===== config.mk =====
export PLATFORM = sky130hd
export DESIGN_NAME = instr_loader
export DESIGN_NICKNAME = d
export VERILOG_FILES = /design/src/rtl/instr_loader.sv
export SDC_FILE = /design/constraint.sdc
export NUM_CORES = 1
export LEC_CHECK = 0
export ABC_AREA = 1
export CAP_MARGIN = 20
export CORE_UTILIZATION = 46
export DETAILED_ROUTE_END_ITERATION = 8
export PLACE_DENSITY_LB_ADDON = 0.05
export SYNTH_ARGS = -nofsm -noshare
export SYNTH_HDL_FRONTEND = slang
export SYNTH_SLANG_ARGS = --single-unit

===== constraint.sdc =====
create_clock -name clk -period 2.3 [get_ports clk]
set_input_delay 0.69 -clock clk [delete_from_list [all_inputs] [get_ports clk]]
set_output_delay 0.69 -clock clk [all_outputs]
set_load 0.02 [all_outputs]

===== src/rtl/instr_loader.sv =====
// Instruction memory loader: assembles a little-endian byte stream into 32-bit words,
// writes them at consecutive word addresses and holds the core in reset while loading.
module instr_loader #(
    parameter int unsigned DEPTH = 64,
    parameter int unsigned CNT_W = 7
) (
    input  logic             clk,
    input  logic             rst_n,
    input  logic             start,
    input  logic [CNT_W-1:0] len_words,
    input  logic             byte_valid,
    input  logic [7:0]       byte_data,
    output logic             byte_ready,
    output logic             mem_we,
    output logic [31:0]      mem_addr,
    output logic [31:0]      mem_wdata,
    output logic             busy,
    output logic             cpu_hold,
    output logic             done,
    output logic             error,
    output logic [CNT_W-1:0] words_loaded
);

    localparam int unsigned WORD_W = 32;
    localparam int unsigned BYTE_W = 8;
    localparam logic [CNT_W-1:0] LEN_MAX = CNT_W'(DEPTH);

    typedef enum logic [1:0] {
        S_IDLE  = 2'd0,
        S_RECV  = 2'd1,
        S_WRITE = 2'd2,
        S_DONE  = 2'd3
    } state_t;

    state_t              r_state;
    logic [CNT_W-1:0]    r_len;
    logic [CNT_W-1:0]    r_word_idx;
    logic [1:0]          r_byte_idx;
    logic [WORD_W-1:0]   r_buf;
    logic                r_error;
    logic [CNT_W-1:0]    r_words_loaded;
    logic                r_byte_ready;
    logic                r_mem_we;
    logic [WORD_W-1:0]   r_mem_addr;
    logic [WORD_W-1:0]   r_mem_wdata;
    logic                r_busy;
    logic                r_cpu_hold;
    logic                r_done;

    state_t              w_next_state;
    logic [CNT_W-1:0]    w_len;
    logic [CNT_W-1:0]    w_word_idx;
    logic [CNT_W-1:0]    w_word_inc;
    logic [1:0]          w_byte_idx;
    logic [WORD_W-1:0]   w_buf;
    logic                w_error;
    logic [CNT_W-1:0]    w_words_loaded;
    logic                w_byte_ready;
    logic                w_mem_we;
    logic [WORD_W-1:0]   w_mem_addr;
    logic [WORD_W-1:0]   w_mem_wdata;
    logic                w_busy;
    logic                w_cpu_hold;
    logic                w_done;

    assign w_word_inc = r_word_idx + CNT_W'(1);

    // State, datapath and output registers; outputs are loaded from next-state decode.
    always_ff @(posedge clk or negedge rst_n) begin
        if (!rst_n) begin
            r_state        <= S_IDLE;
            r_len          <= '0;
            r_word_idx     <= '0;
            r_byte_idx     <= '0;
            r_buf          <= '0;
            r_error        <= 1'b0;
            r_words_loaded <= '0;
            r_byte_ready   <= 1'b0;
            r_mem_we       <= 1'b0;
            r_mem_addr     <= '0;
            r_mem_wdata    <= '0;
            r_busy         <= 1'b0;
            r_cpu_hold     <= 1'b0;
            r_done         <= 1'b0;
        end else begin
            r_state        <= w_next_state;
            r_len          <= w_len;
            r_word_idx     <= w_word_idx;
            r_byte_idx     <= w_byte_idx;
            r_buf          <= w_buf;
            r_error        <= w_error;
            r_words_loaded <= w_words_loaded;
            r_byte_ready   <= w_byte_ready;
            r_mem_we       <= w_mem_we;
            r_mem_addr     <= w_mem_addr;
            r_mem_wdata    <= w_mem_wdata;
            r_busy         <= w_busy;
            r_cpu_hold     <= w_cpu_hold;
            r_done         <= w_done;
        end
    end

    // Next-state and datapath update.
    always_comb begin
        w_next_state   = r_state;
        w_len          = r_len;
        w_word_idx     = r_word_idx;
        w_byte_idx     = r_byte_idx;
        w_buf          = r_buf;
        w_error        = r_error;
        w_words_loaded = r_words_loaded;
        case (r_state)
            S_IDLE: begin
                if (start) begin
                    w_len          = len_words;
                    w_error        = 1'b0;
                    w_words_loaded = '0;
                    w_word_idx     = '0;
                    w_byte_idx     = '0;
                    w_buf          = '0;
                    if (len_words == '0) begin
                        w_next_state = S_DONE;
                    end else if (len_words > LEN_MAX) begin
                        w_error = 1'b1;
                    end else begin
                        w_next_state = S_RECV;
                    end
                end
            end
            S_RECV: begin
                if (byte_valid && r_byte_ready) begin
                    w_buf[{r_byte_idx, 3'b000} +: BYTE_W] = byte_data;
                    w_byte_idx = r_byte_idx + 2'd1;
                    if (r_byte_idx == 2'd3) begin
                        w_next_state = S_WRITE;
                    end
                end
            end
            S_WRITE: begin
                w_words_loaded = w_word_inc;
                w_word_idx     = w_word_inc;
                w_byte_idx     = '0;
                w_next_state   = (w_word_inc == r_len) ? S_DONE : S_RECV;
            end
            S_DONE: begin
                w_next_state = S_IDLE;
            end
            default: begin
                w_next_state = S_IDLE;
            end
        endcase
    end

    // Output decode of the upcoming state; the bus carries zeros outside the write cycle.
    always_comb begin
        w_byte_ready = 1'b0;
        w_mem_we     = 1'b0;
        w_mem_addr   = '0;
        w_mem_wdata  = '0;
        w_busy       = 1'b0;
        w_cpu_hold   = 1'b0;
        w_done       = 1'b0;
        case (w_next_state)
            S_RECV: begin
                w_byte_ready = 1'b1;
                w_busy       = 1'b1;
                w_cpu_hold   = 1'b1;
            end
            S_WRITE: begin
                w_mem_we    = 1'b1;
                w_mem_addr  = WORD_W'({w_word_idx, 2'b00});
                w_mem_wdata = w_buf;
                w_busy      = 1'b1;
                w_cpu_hold  = 1'b1;
            end
            S_DONE: begin
                w_done     = 1'b1;
                w_cpu_hold = 1'b1;
            end
            default: begin
                w_byte_ready = 1'b0;
            end
        endcase
    end

    assign byte_ready   = r_byte_ready;
    assign mem_we       = r_mem_we;
    assign mem_addr     = r_mem_addr;
    assign mem_wdata    = r_mem_wdata;
    assign busy         = r_busy;
    assign cpu_hold     = r_cpu_hold;
    assign done         = r_done;
    assign error        = r_error;
    assign words_loaded = r_words_loaded;

endmodule


==> results of run 1 <==
[timing repair]
action / in CTS / in global routing
resized for setup: 0 / 10
endpoints found under the setup margin: 0 / 39
setup buffers: 0 / 1
[flip-flops by register name (all words and copies together), names as in the netlist, 2 cells and up]
| signal | cells |
|---|---|
| r_word_idx | 7 |
| mem_addr | 7 |
| mem_wdata | 32 |
| r_len | 7 |
| r_state | 2 |
| r_buf | 32 |
| words_loaded | 7 |
| r_byte_idx | 2 |
[worst max-delay path, delay by kind of cell]
family | cells | cell delay [ns]
simple gates | 5 | 0.57
compound gates | 1 | 0.06
fa+ha+maj | 1 | 0.19
buf+inv | 4 | 0.87
[metrics by stage]
stage	hold slack [ns]	instance area, µm²
3_5_place_dp	0.454	5500
6_report	0.368	5760
5_1_grt	0.416	5760
2_1_floorplan	0.394	4670
4_1_cts	0.405	5690
3_3_place_gp	0.449	5500
[power groups by stage]
stage | combinational [mW] | sequential, mW | clock, mW
3_5_place_dp | 1.60 | 2.19 | 0
2_1_floorplan | 1.02 | 2.23 | 0
4_1_cts | 1.61 | 2.15 | 1.14
5_1_grt | 1.81 | 2.18 | 1.20
3_3_place_gp | 1.58 | 2.18 | 0
6_report | 1.61 | 2.15 | 1.10
[final timing paths]
kind	endpoint	from
max	mem_wdata[17]	start
min	words_loaded[2]	rst_n
max reg2reg	mem_wdata[30]	r_word_idx[1]
min reg2reg	r_buf[12]	r_buf[12]
max in group asynchronous	r_buf[22]	rst_n
min in group clk	r_buf[12]	r_buf[12]
[kinds of logic after synthesis]
family | Yosys count | share of synthesized area [%]
compound gates | 72 | 8.66
xor+xnor | 1 | 0.191
fa+ha+maj | 12 | 3.28
buf+inv | 90 | 10.2
flops | 102 | 55.7
mux | 3 | 0.737
other cells | 1 | 0.0819
simple gates | 230 | 21.1
[layout by cell type, fill, tap and decap left out, types with 3 or more instances in the layout]
cell / netlist / layout
dfrtp_1: 102 / 102
inv_1: 48 / 47
mux2_2: 3 / 3
nand4_1: 5 / 5
a21oi_1: 41 / 40
ha_1: 12 / 10
o211ai_1: 8 / 8
o21ai_0: 13 / 13
nor2_4: 3 / 4
nand2_1: 158 / 157
nand3_1: 25 / 24
nor2_1: 24 / 22
conb_1: 1 / 25
nand2_2: 4 / 5
inv_2: 4 / 4
clkbuf_8: 0 / 10
buf_4: 29 / 22
nor3_1: 3 / 3
buf_12: 0 / 4
o22ai_1: 4 / 4
clkdlybuf4s50_1: 0 / 69
nor2_2: 3 / 4
[layout make-up]
class                           instances  area share [%]
Tap cell                              133            2.89
Timing Repair Buffer                   97            16.9
Clock inverter                          3           0.804
Inverter                               53            3.54
Sequential cell                       102            44.3
Multi-Input combinational cell        343            29.1
Clock buffer                           11            2.45
[layer usage]
metal / wire length, µm / up-vias / GRT usage (%)
li1: - / 1762 / -
met1: 5040 / 1666 / 30.0
met2: 4490 / 91 / 30.1
met3: 425 / 12 / 3.45
met4: 107 / 0 / 6.91
met5: 0 / - / 0
==> metrics.md, run 1 <==
| Metric | Value |
|---|---|
| Filler cells | 911 |
| Post-Syn Area | 4580 µm² |
| Std-Cell Rows | 36 |
| Total Power | 4.86 mW |
| Top Ports | 96 |
| Crit. End Element | flip-flop |
| CTS max path bufs | 2 |
| Worst reg-to-reg path cell count | 13 |
| Largest net degree at the start of global routing | 103 |
| Reg2reg setup slack | 0.18 ns |
| Leak Pwr | 2.91 nW |
| Post-cts hold buffer count | 0 |
| Clk pwr share | 22.6% |
| Most frequent cell after synthesis | nand2_1 |
| Power per cell area | 844 nW/µm² |
| MaxCap Viol Count | 0 |
| IO Port Bufs | 70 |
| CP required | 2.53 ns |
| Max incr delay on CP | 0.52 ns |
| Die H | 102 µm |
| Register area share after synthesis | 55.7% |
| Initial Util | 47.1% |
| Grt total ovfl | 0 |
| Ratio of cells with drive above 1 in the final layout | 11.7% |
| Synthesized area per cell | 8.96 µm² |
| Die Footprint | 10400 µm² |
| Slew Viols, Final | 0 |
| Sw frac | 35.2% |
| Critical Path Source Type | input port |
| Share of power burned in registers | 44.2% |
| Crit path max fanout | 20 |
| EDFF count, synth | 0 |
| Crit Path Category | in -> reg |
| Slowest-stage cell, CP | clkdlybuf4s50_1 |
| Max Freq | 0.462 GHz |
| Pre-CTS setup slack | -0.264 ns |
| Area contributors post-synth | dfrtp_1, nand2_1, buf_4 |
| Post-synth top area cell | dfrtp_1 |
| CP Cell Sequence | clkdlybuf4s50_1 > nand2_2 > nor2_1 > and3_1 > nor2_1 > nand3_1 > inv_1 > ha_2 > inv_4 > buf_12 > a21oi_1 |
| Arrival @ worst endpoint | 2.40 ns |
| Root buffer cell | clkbuf_8 |
| Crit path time final | 2.17 ns |
| Cell variety after synth | 32 |
| Chip width | 102 µm |
| Final Cycle Share | 94.2% |
| DP Wirelength | 6.92 mm |
| Run status | finished, final reports clean |
| Drt via density | 4.76 |
| CTS tree | done |
| Drt total wl | 10.1 mm |
| Switching power | 1.71 mW |
| Fin worst setup slack | 0.134 ns |
| Final setup skew | 0.0118 ns |
| Cells after DPL | 725 |
| CTS HTree Levels | 3 |
| Synth-to-Final Area Change | 25.8% |
| Routability Congestion | 0.880 |
| Post-route ant nets | 0 |
| Most used cell, CP | nor2_1 |
| First-pass GRT wire length | 16.2 mm |
| Post-synth ARST share | 100% |
| Clock Sinks | 102 |
| Commonest cells post-synth | nand2_1, dfrtp_1, inv_1, a21oi_1, buf_4 |
| DR iter-0 viols | 127 |
| Yosys warnings | 0 |
| Nets | 637 |
| Logic pwr share | 33.1% |
| N_diodes | 0 |
| Vias in the first global route | 3329 |
| Mapped Cells | 511 |
| Post-route DRC | 0 |
| Register area | 2550 µm² |
| Max_slew headroom | 64.6% |
| Internal | 3.15 mW |
| Setup TNS Final | 0 ns |
| Number of buffers created by CTS | 9 |
| HP Class | in -> async |
| Multi-input gate area | 1680 µm² |
| Final Non-Filler Cells | 742 |
| WL/cell | 13.6 µm |
| Latest clock arrival within the worst-skew pair | 0.35 ns |
| Yosys reg bits | 102 |
| Via count | 3531 |
| Peak supply drop | 0.447 mV |
| Core area | 9730 µm² |
| # setup viols final | 0 |
| CTS clk-pin slew, worst paths | 0.09 ns |
| Synth top area share | 55.7% |
| Worst-Margin Slew | 0.530 ns |
| Initial antenna violation count | 0 |
| Total GRT Usage | 20.3% |
| Ys flop type | dfrtp_1 |
| Hold Vio Cnt, Final | 0 |
| Core Util, Final | 59.2% |
| First-pass detailed-route iteration total | 4 |
(Power assumes the default switching activity.)
==> run 2: changes to the inputs <==
--- a/config.mk
+++ b/config.mk
@@ -6,7 +6,6 @@
 export NUM_CORES = 1
 export LEC_CHECK = 0
 export ABC_AREA = 1
-export CAP_MARGIN = 20
 export CORE_UTILIZATION = 46
 export DETAILED_ROUTE_END_ITERATION = 8
 export PLACE_DENSITY_LB_ADDON = 0.05
==> results of run 2 <==
No change in the layout: final DEF, timing and power equal those of run 1.
